<file path="src/rtl/sddt_rdata_packetizer.sv">
// Groups single-beat read results from the read-data FIFO into DMA C2H packets.
// tlast closes a packet on PKT_BEATS beats, an idle timeout, or a host flush.
module sddt_rdata_packetizer #(
  parameter int unsigned DATA_WIDTH     = 512,
  parameter int unsigned PKT_BEATS      = 16,
  parameter int unsigned TIMEOUT_CYCLES = 1024,
  parameter int unsigned CNT_WIDTH      = 32
) (
  input  logic                    axi_aclk,
  input  logic                    axi_aresetn,
  input  logic [DATA_WIDTH-1:0]   s_axis_tdata,
  input  logic                    s_axis_tvalid,
  output logic                    s_axis_tready,
  output logic [DATA_WIDTH-1:0]   m_axis_c2h_tdata,
  output logic [DATA_WIDTH/8-1:0] m_axis_c2h_tkeep,
  output logic                    m_axis_c2h_tlast,
  output logic                    m_axis_c2h_tvalid,
  input  logic                    m_axis_c2h_tready,
  input  logic                    flush,
  output logic [CNT_WIDTH-1:0]    beat_count,
  output logic [CNT_WIDTH-1:0]    pkt_count
);

  localparam int unsigned KEEP_W   = DATA_WIDTH / 8;
  localparam int unsigned IDX_W    = (PKT_BEATS > 1) ? $clog2(PKT_BEATS) : 1;
  localparam int unsigned IC_W     = (TIMEOUT_CYCLES > 1) ? $clog2(TIMEOUT_CYCLES) : 1;
  localparam int unsigned LAST_IDX = (PKT_BEATS > 0) ? PKT_BEATS - 1 : 0;
  localparam int unsigned TO_MAX   = (TIMEOUT_CYCLES > 0) ? TIMEOUT_CYCLES - 1 : 0;
  localparam logic [IDX_W-1:0] LAST_IDX_V = IDX_W'(LAST_IDX);
  localparam logic [IC_W-1:0]  TO_MAX_V   = IC_W'(TO_MAX);
  localparam bit               TO_EN      = (TIMEOUT_CYCLES != 0);

  typedef enum logic {
    ST_IDLE = 1'b0,
    ST_HELD = 1'b1
  } state_e;

  state_e                r_state;
  state_e                w_state_nxt;
  logic                  r_rdy_en;
  logic [DATA_WIDTH-1:0] r_hold_data;
  logic [IDX_W-1:0]      r_hold_idx;
  logic [IC_W-1:0]       r_idle_cnt;
  logic                  r_flush_pend;
  logic                  r_out_valid;
  logic [DATA_WIDTH-1:0] r_out_data;
  logic                  r_out_last;
  logic [KEEP_W-1:0]     r_out_keep;
  logic [CNT_WIDTH-1:0]  r_beat_cnt;
  logic [CNT_WIDTH-1:0]  r_pkt_cnt;

  logic                  w_hold_valid;
  logic                  w_out_free;
  logic                  w_accept;
  logic                  w_idx_last;
  logic                  w_timeout;
  logic                  w_move;
  logic                  w_tlast;
  logic                  w_load;
  logic [IDX_W-1:0]      w_hold_idx_nxt;
  logic [IC_W-1:0]       w_idle_cnt_nxt;
  logic                  w_flush_pend_nxt;
  logic                  w_out_hs;

  // Ready is gated off until the first edge after reset release.
  assign w_hold_valid  = (r_state == ST_HELD);
  assign w_out_free    = ~r_out_valid | m_axis_c2h_tready;
  assign s_axis_tready = r_rdy_en & (~w_hold_valid | w_out_free);
  assign w_accept      = s_axis_tvalid & s_axis_tready;
  assign w_idx_last    = (r_hold_idx == LAST_IDX_V);
  assign w_timeout     = TO_EN & (r_idle_cnt == TO_MAX_V);
  assign w_out_hs      = r_out_valid & m_axis_c2h_tready;

  always_ff @(posedge axi_aclk or negedge axi_aresetn) begin
    if (!axi_aresetn) begin
      r_state <= ST_IDLE;
    end else begin
      r_state <= w_state_nxt;
    end
  end

  // Hold FSM: decides when the held beat moves out and whether it closes the packet.
  always_comb begin
    w_state_nxt      = r_state;
    w_move           = 1'b0;
    w_tlast          = 1'b0;
    w_load           = 1'b0;
    w_hold_idx_nxt   = r_hold_idx;
    w_idle_cnt_nxt   = r_idle_cnt;
    w_flush_pend_nxt = r_flush_pend;
    case (r_state)
      ST_IDLE: begin
        // No packet is ever open in IDLE, so a new beat always starts at index 0.
        w_idle_cnt_nxt   = '0;
        w_flush_pend_nxt = 1'b0;
        if (w_accept) begin
          w_load         = 1'b1;
          w_hold_idx_nxt = '0;
          w_state_nxt    = ST_HELD;
        end
      end
      ST_HELD: begin
        if (w_out_free && (w_accept || w_idx_last || w_timeout || flush || r_flush_pend)) begin
          w_move           = 1'b1;
          w_tlast          = w_idx_last | ~w_accept;
          w_flush_pend_nxt = 1'b0;
          w_idle_cnt_nxt   = '0;
          if (w_accept) begin
            w_load         = 1'b1;
            w_hold_idx_nxt = w_tlast ? '0 : r_hold_idx + IDX_W'(1);
          end else begin
            w_state_nxt = ST_IDLE;
          end
        end else begin
          w_flush_pend_nxt = r_flush_pend | flush;
          if (r_idle_cnt != TO_MAX_V) begin
            w_idle_cnt_nxt = r_idle_cnt + IC_W'(1);
          end
        end
      end
      default: begin
        w_state_nxt = ST_IDLE;
      end
    endcase
  end

  // Hold register and FSM side state.
  always_ff @(posedge axi_aclk or negedge axi_aresetn) begin
    if (!axi_aresetn) begin
      r_rdy_en     <= 1'b0;
      r_hold_data  <= '0;
      r_hold_idx   <= '0;
      r_idle_cnt   <= '0;
      r_flush_pend <= 1'b0;
    end else begin
      r_rdy_en     <= 1'b1;
      r_idle_cnt   <= w_idle_cnt_nxt;
      r_flush_pend <= w_flush_pend_nxt;
      if (w_load) begin
        r_hold_data <= s_axis_tdata;
        r_hold_idx  <= w_hold_idx_nxt;
      end
    end
  end

  // Output register stays stable while the DMA stalls.
  always_ff @(posedge axi_aclk or negedge axi_aresetn) begin
    if (!axi_aresetn) begin
      r_out_valid <= 1'b0;
      r_out_data  <= '0;
      r_out_last  <= 1'b0;
      r_out_keep  <= '0;
    end else if (w_move) begin
      r_out_valid <= 1'b1;
      r_out_data  <= r_hold_data;
      r_out_last  <= w_tlast;
      r_out_keep  <= '1;
    end else if (m_axis_c2h_tready) begin
      r_out_valid <= 1'b0;
      r_out_last  <= 1'b0;
      r_out_keep  <= '0;
    end
  end

  // Status counters, wrapping naturally at 2^CNT_WIDTH.
  always_ff @(posedge axi_aclk or negedge axi_aresetn) begin
    if (!axi_aresetn) begin
      r_beat_cnt <= '0;
      r_pkt_cnt  <= '0;
    end else if (w_out_hs) begin
      r_beat_cnt <= r_beat_cnt + CNT_WIDTH'(1);
      if (r_out_last) begin
        r_pkt_cnt <= r_pkt_cnt + CNT_WIDTH'(1);
      end
    end
  end

  assign m_axis_c2h_tdata  = r_out_data;
  assign m_axis_c2h_tkeep  = r_out_keep;
  assign m_axis_c2h_tlast  = r_out_last;
  assign m_axis_c2h_tvalid = r_out_valid;
  assign beat_count        = r_beat_cnt;
  assign pkt_count         = r_pkt_cnt;

endmodule

</file>
<file path="config.mk">
export PLATFORM = sky130hd
export DESIGN_NAME = sddt_rdata_packetizer
export DESIGN_NICKNAME = d
export VERILOG_FILES = /design/src/rtl/sddt_rdata_packetizer.sv
export SDC_FILE = /design/constraint.sdc
export NUM_CORES = 2
export LEC_CHECK = 0
export ABC_AREA = 1
export CAP_MARGIN = 5
export CORE_AREA = 2 2 446 448
export CTS_CLUSTER_SIZE = 20
export DETAILED_ROUTE_END_ITERATION = 10
export DIE_AREA = 0 0 448 450
export GPL_TIMING_DRIVEN = 0
export PLACE_DENSITY_LB_ADDON = 0.1
export RECOVER_POWER = 25
export SETUP_SLACK_MARGIN = 0.5
export SYNTH_ARGS = -nofsm -noshare
export SYNTH_HDL_FRONTEND = slang
export SYNTH_SLANG_ARGS = --single-unit
</file>
<file path="constraint.sdc">
create_clock -name axi_aclk -period 6.6 [get_ports axi_aclk]
set_input_delay 1.32 -clock axi_aclk [delete_from_list [all_inputs] [get_ports axi_aclk]]
set_output_delay 1.32 -clock axi_aclk [all_outputs]
set_load 0.03 [all_outputs]
</file>
==> impl_metrics.env <==
export IMPL_run_status="completed"
export IMPL_place_hpwl_mm=145
export IMPL_cp_cell_sequence="dlygate4sd3_1 -> inv_1 -> nand3_1 -> nand2_1 -> inv_1 -> clkdlybuf4s50_1"
export IMPL_p_seq_share_pct=35.8
export IMPL_ant_nets=0
export IMPL_io_pins=1160
export IMPL_drive_gt1_share_pct=6.50
export IMPL_grt_pass1_vias=36085
export IMPL_max_clock_freq_mhz=223
export IMPL_worst_pin_slew_ps=930
export IMPL_power_mw=25.9
export IMPL_worstPathMaxFanout=4
export IMPL_num_vias=35478
export IMPL_rsz0062_at_grt="no"
export IMPL_synth_warnings=0
export IMPL_multiInputGateArea_mm2=0.0114
export IMPL_whs_ps=390
export IMPL_grt_use_total_pct=18.4
export IMPL_synth_cells=4560
export IMPL_synth_edff_count=0
export IMPL_crit_buf_inv=4
export IMPL_drtPass1Iterations=5
export IMPL_drc=0
export IMPL_grt_max_degree=166
export IMPL_startpoint_type="input port"
export IMPL_synth_top_area_share_pct=64.8
export IMPL_post_cts_repair_setup_buffers=0
export IMPL_die_area_mm2=0.202
export IMPL_drv_cap=0
export IMPL_p_switching_mw=9.49
export IMPL_ys_types=26
export IMPL_ys_flop_type="dfrtp_1"
export IMPL_viasPerCell=4.10
export IMPL_cts_hold_buf=0
export IMPL_synth_area_mm2=0.0428
export IMPL_regArea_mm2=0.0277
export IMPL_cts_tree="built"
export IMPL_ir_drop_uv=195
export IMPL_layout_area_overhead_vs_synth_pct=46.7
export IMPL_nFillCells=20891
export IMPL_arrival_ps=3170
export IMPL_synth_seq_area_share_pct=64.8
export IMPL_antenna_found_initial=60
export IMPL_die_w_um=448
export IMPL_start_util_pct=21.7
export IMPL_insertion_delay_ps=790
export IMPL_async_flop_share_pct=100
export IMPL_rows=163
export IMPL_cts_made_buffers=143
export IMPL_syn_num_nets=5081
export IMPL_skew_ps=26.1
export IMPL_worstSetupPathType="in -> out"
export IMPL_drt_wirelength_per_cell_um=21.9
export IMPL_coreArea_mm2=0.197
export IMPL_port_buffers=1159
export IMPL_synth_top_cells_by_area="dfrtp_1 65%, nand2_1 12%, o21ai_0 7.8%"
export IMPL_synth_seq_cells=1107
export IMPL_cts_sinks=1107
export IMPL_power_density_mw_per_mm2=413
export IMPL_cp_end_kind="output pin"
export IMPL_syn_area_per_cell_um2=9.38
export IMPL_finalCritPeriodShare_pct=68.0
export IMPL_slowest_delay_ps=880
export IMPL_slew_headroom_pct=38.0
export IMPL_grt_pass1_wl_mm=269
export IMPL_cts_max_level=4
export IMPL_intPower_mw=16.4
export IMPL_overflow=0
export IMPL_cts_resized=0
export IMPL_finalMaxSlewViolations=0
export IMPL_die_y_um=450
export IMPL_p_clk_share_pct=30.8
export IMPL_crit_family="buffers and inverters"
export IMPL_nNetsFinal=6394
export IMPL_clockBufferDepth=3
export IMPL_drt_initial_drc_count=1987
export IMPL_hold_path_class="in -> async"
export IMPL_finalInstanceArea_mm2=0.0627
export IMPL_setup_viol=0
export IMPL_cts_root_buf="clkbuf_16"
export IMPL_drt_total_wl_mm=189
export IMPL_yosysTopAreaCell="dfrtp_1"
export IMPL_leakagePower_nw=28.0
export IMPL_cp_required_ps=5280
export IMPL_hold_violations=0
export IMPL_critPathSlowestCell="clkdlybuf4s50_1"
export IMPL_synth_common_cells="1323 x nand2_1, 1107 x dfrtp_1, 666 x o21ai_0, 567 x inv_1, 365 x o21ai_1"
export IMPL_cts_clk_slew_worst_paths_ps=50
export IMPL_synth_most_common_cell="nand2_1"
export IMPL_place_congestion=0.862
export IMPL_tns_ps=0
export IMPL_timing_critical_path_mode_cell="inv_1"
export IMPL_combPwrFrac_pct=33.4
export IMPL_finalCriticalPeriod_ps=4490
export IMPL_switching_share_pct=36.7
export IMPL_placed_cell_area_mm2=0.0579
-- placed cells by master, fill, tap and decap left out, types with 15 or more instances in the layout --
cell / n
nand2_1: 1323
clkdlybuf4s50_1: 1157
dfrtp_1: 1106
o21ai_0: 666
inv_1: 567
o21ai_1: 365
clkbuf_1: 169
clkbuf_16: 149
nor2_1: 116
buf_2: 90
buf_4: 64
clkbuf_8: 33
nand3_1: 29
diode_2: 24
nand3b_1: 19
xnor2_1: 18
xor2_1: 17
clkinv_2: 15
-- final cells by class --
| class | count | area share [%] |
|---|---|---|
| multi-input cells | 2589 | 18.2 |
| clock inverters | 32 | 0.726 |
| repair buffers | 1168 | 18.9 |
| clock buffers | 223 | 6.91 |
| well taps | 2640 | 5.27 |
| flip-flops and latches | 1107 | 44.2 |
| inverters | 568 | 3.40 |
| diodes | 24 | 0.0957 |
| plain buffers | 296 | 2.38 |
-- power by group through the flow --
stage	Clock, mW	Combinational [mW]	Sequential [mW]
6_report	7.98	8.63	9.27
2_1_floorplan	0	1.92	11.6
4_1_cts	8.25	8.82	9.28
3_3_place_gp	0	8.76	9.51
5_1_grt	8.52	9.20	9.47
3_5_place_dp	0	8.79	9.38
-- sequential cells by signal, summed over array words and instances, names as in the netlist --
| register | cells |
|---|---|
| r_rdy_en | 1 |
| r_hold_idx | 4 |
| m_axis_c2h_tkeep | 1 |
| r_state | 1 |
| pkt_count | 32 |
| m_axis_c2h_tdata | 512 |
| m_axis_c2h_tlast | 1 |
| beat_count | 32 |
| r_hold_data | 512 |
| r_idle_cnt | 10 |
| r_flush_pend | 1 |
-- stage by stage --
stage | setup WS, ps | util [%] | instances
3_3_place_gp | -51230 | 29.3 | 8359
2_1_floorplan | 3280 | - | 4560
5_1_grt | 2040 | 31.9 | 8642
6_report | 2110 | 31.9 | 8647
3_5_place_dp | 1840 | 29.5 | 8368
4_1_cts | 2190 | 31.9 | 8623
-- path summary, 6_finish.rpt --
| kind | to | depth (start not counted) | slack (ps) | startpoint |
|---|---|---|---|---|
| hold / removal | m_axis_c2h_tdata[454] | 1 | 390 | axi_aresetn |
| min in group axi_aclk | pkt_count[31] | 1 | 470 | pkt_count[31] |
| hold reg to reg | pkt_count[31] | 1 | 470 | pkt_count[31] |
| max in group asynchronous | pkt_count[20] | 5 | 3120 | axi_aresetn |
| setup / recovery | s_axis_tready | 6 | 2110 | m_axis_c2h_tready |
| setup reg to reg | r_hold_data[271] | 8 | 3180 | m_axis_c2h_tkeep[62] |
-- layer usage --
| layer | vias up | track usage, % | routed length [um] |
|---|---|---|---|
| met2 | 956 | 32.5 | 96800 |
| li1 | 16898 | - | - |
| met1 | 17297 | 20.9 | 72900 |
| met3 | 303 | 4.86 | 11600 |
| met5 | - | 0 | 164 |
| met4 | 24 | 7.87 | 7600 |
-- cells by family after synthesis --
family | count (synthesis) | share of synthesized area, %
buffers and inverters | 864 | 8.48
AO/OA/AOI/OAI | 1036 | 12.1
adder cells (fa/ha/maj) | 4 | 0.117
flip-flops | 1107 | 64.8
XOR/XNOR | 35 | 0.717
AND/OR/NAND/NOR | 1513 | 13.7
other | 1 | 0.00877
(Power assumes the default switching activity.)
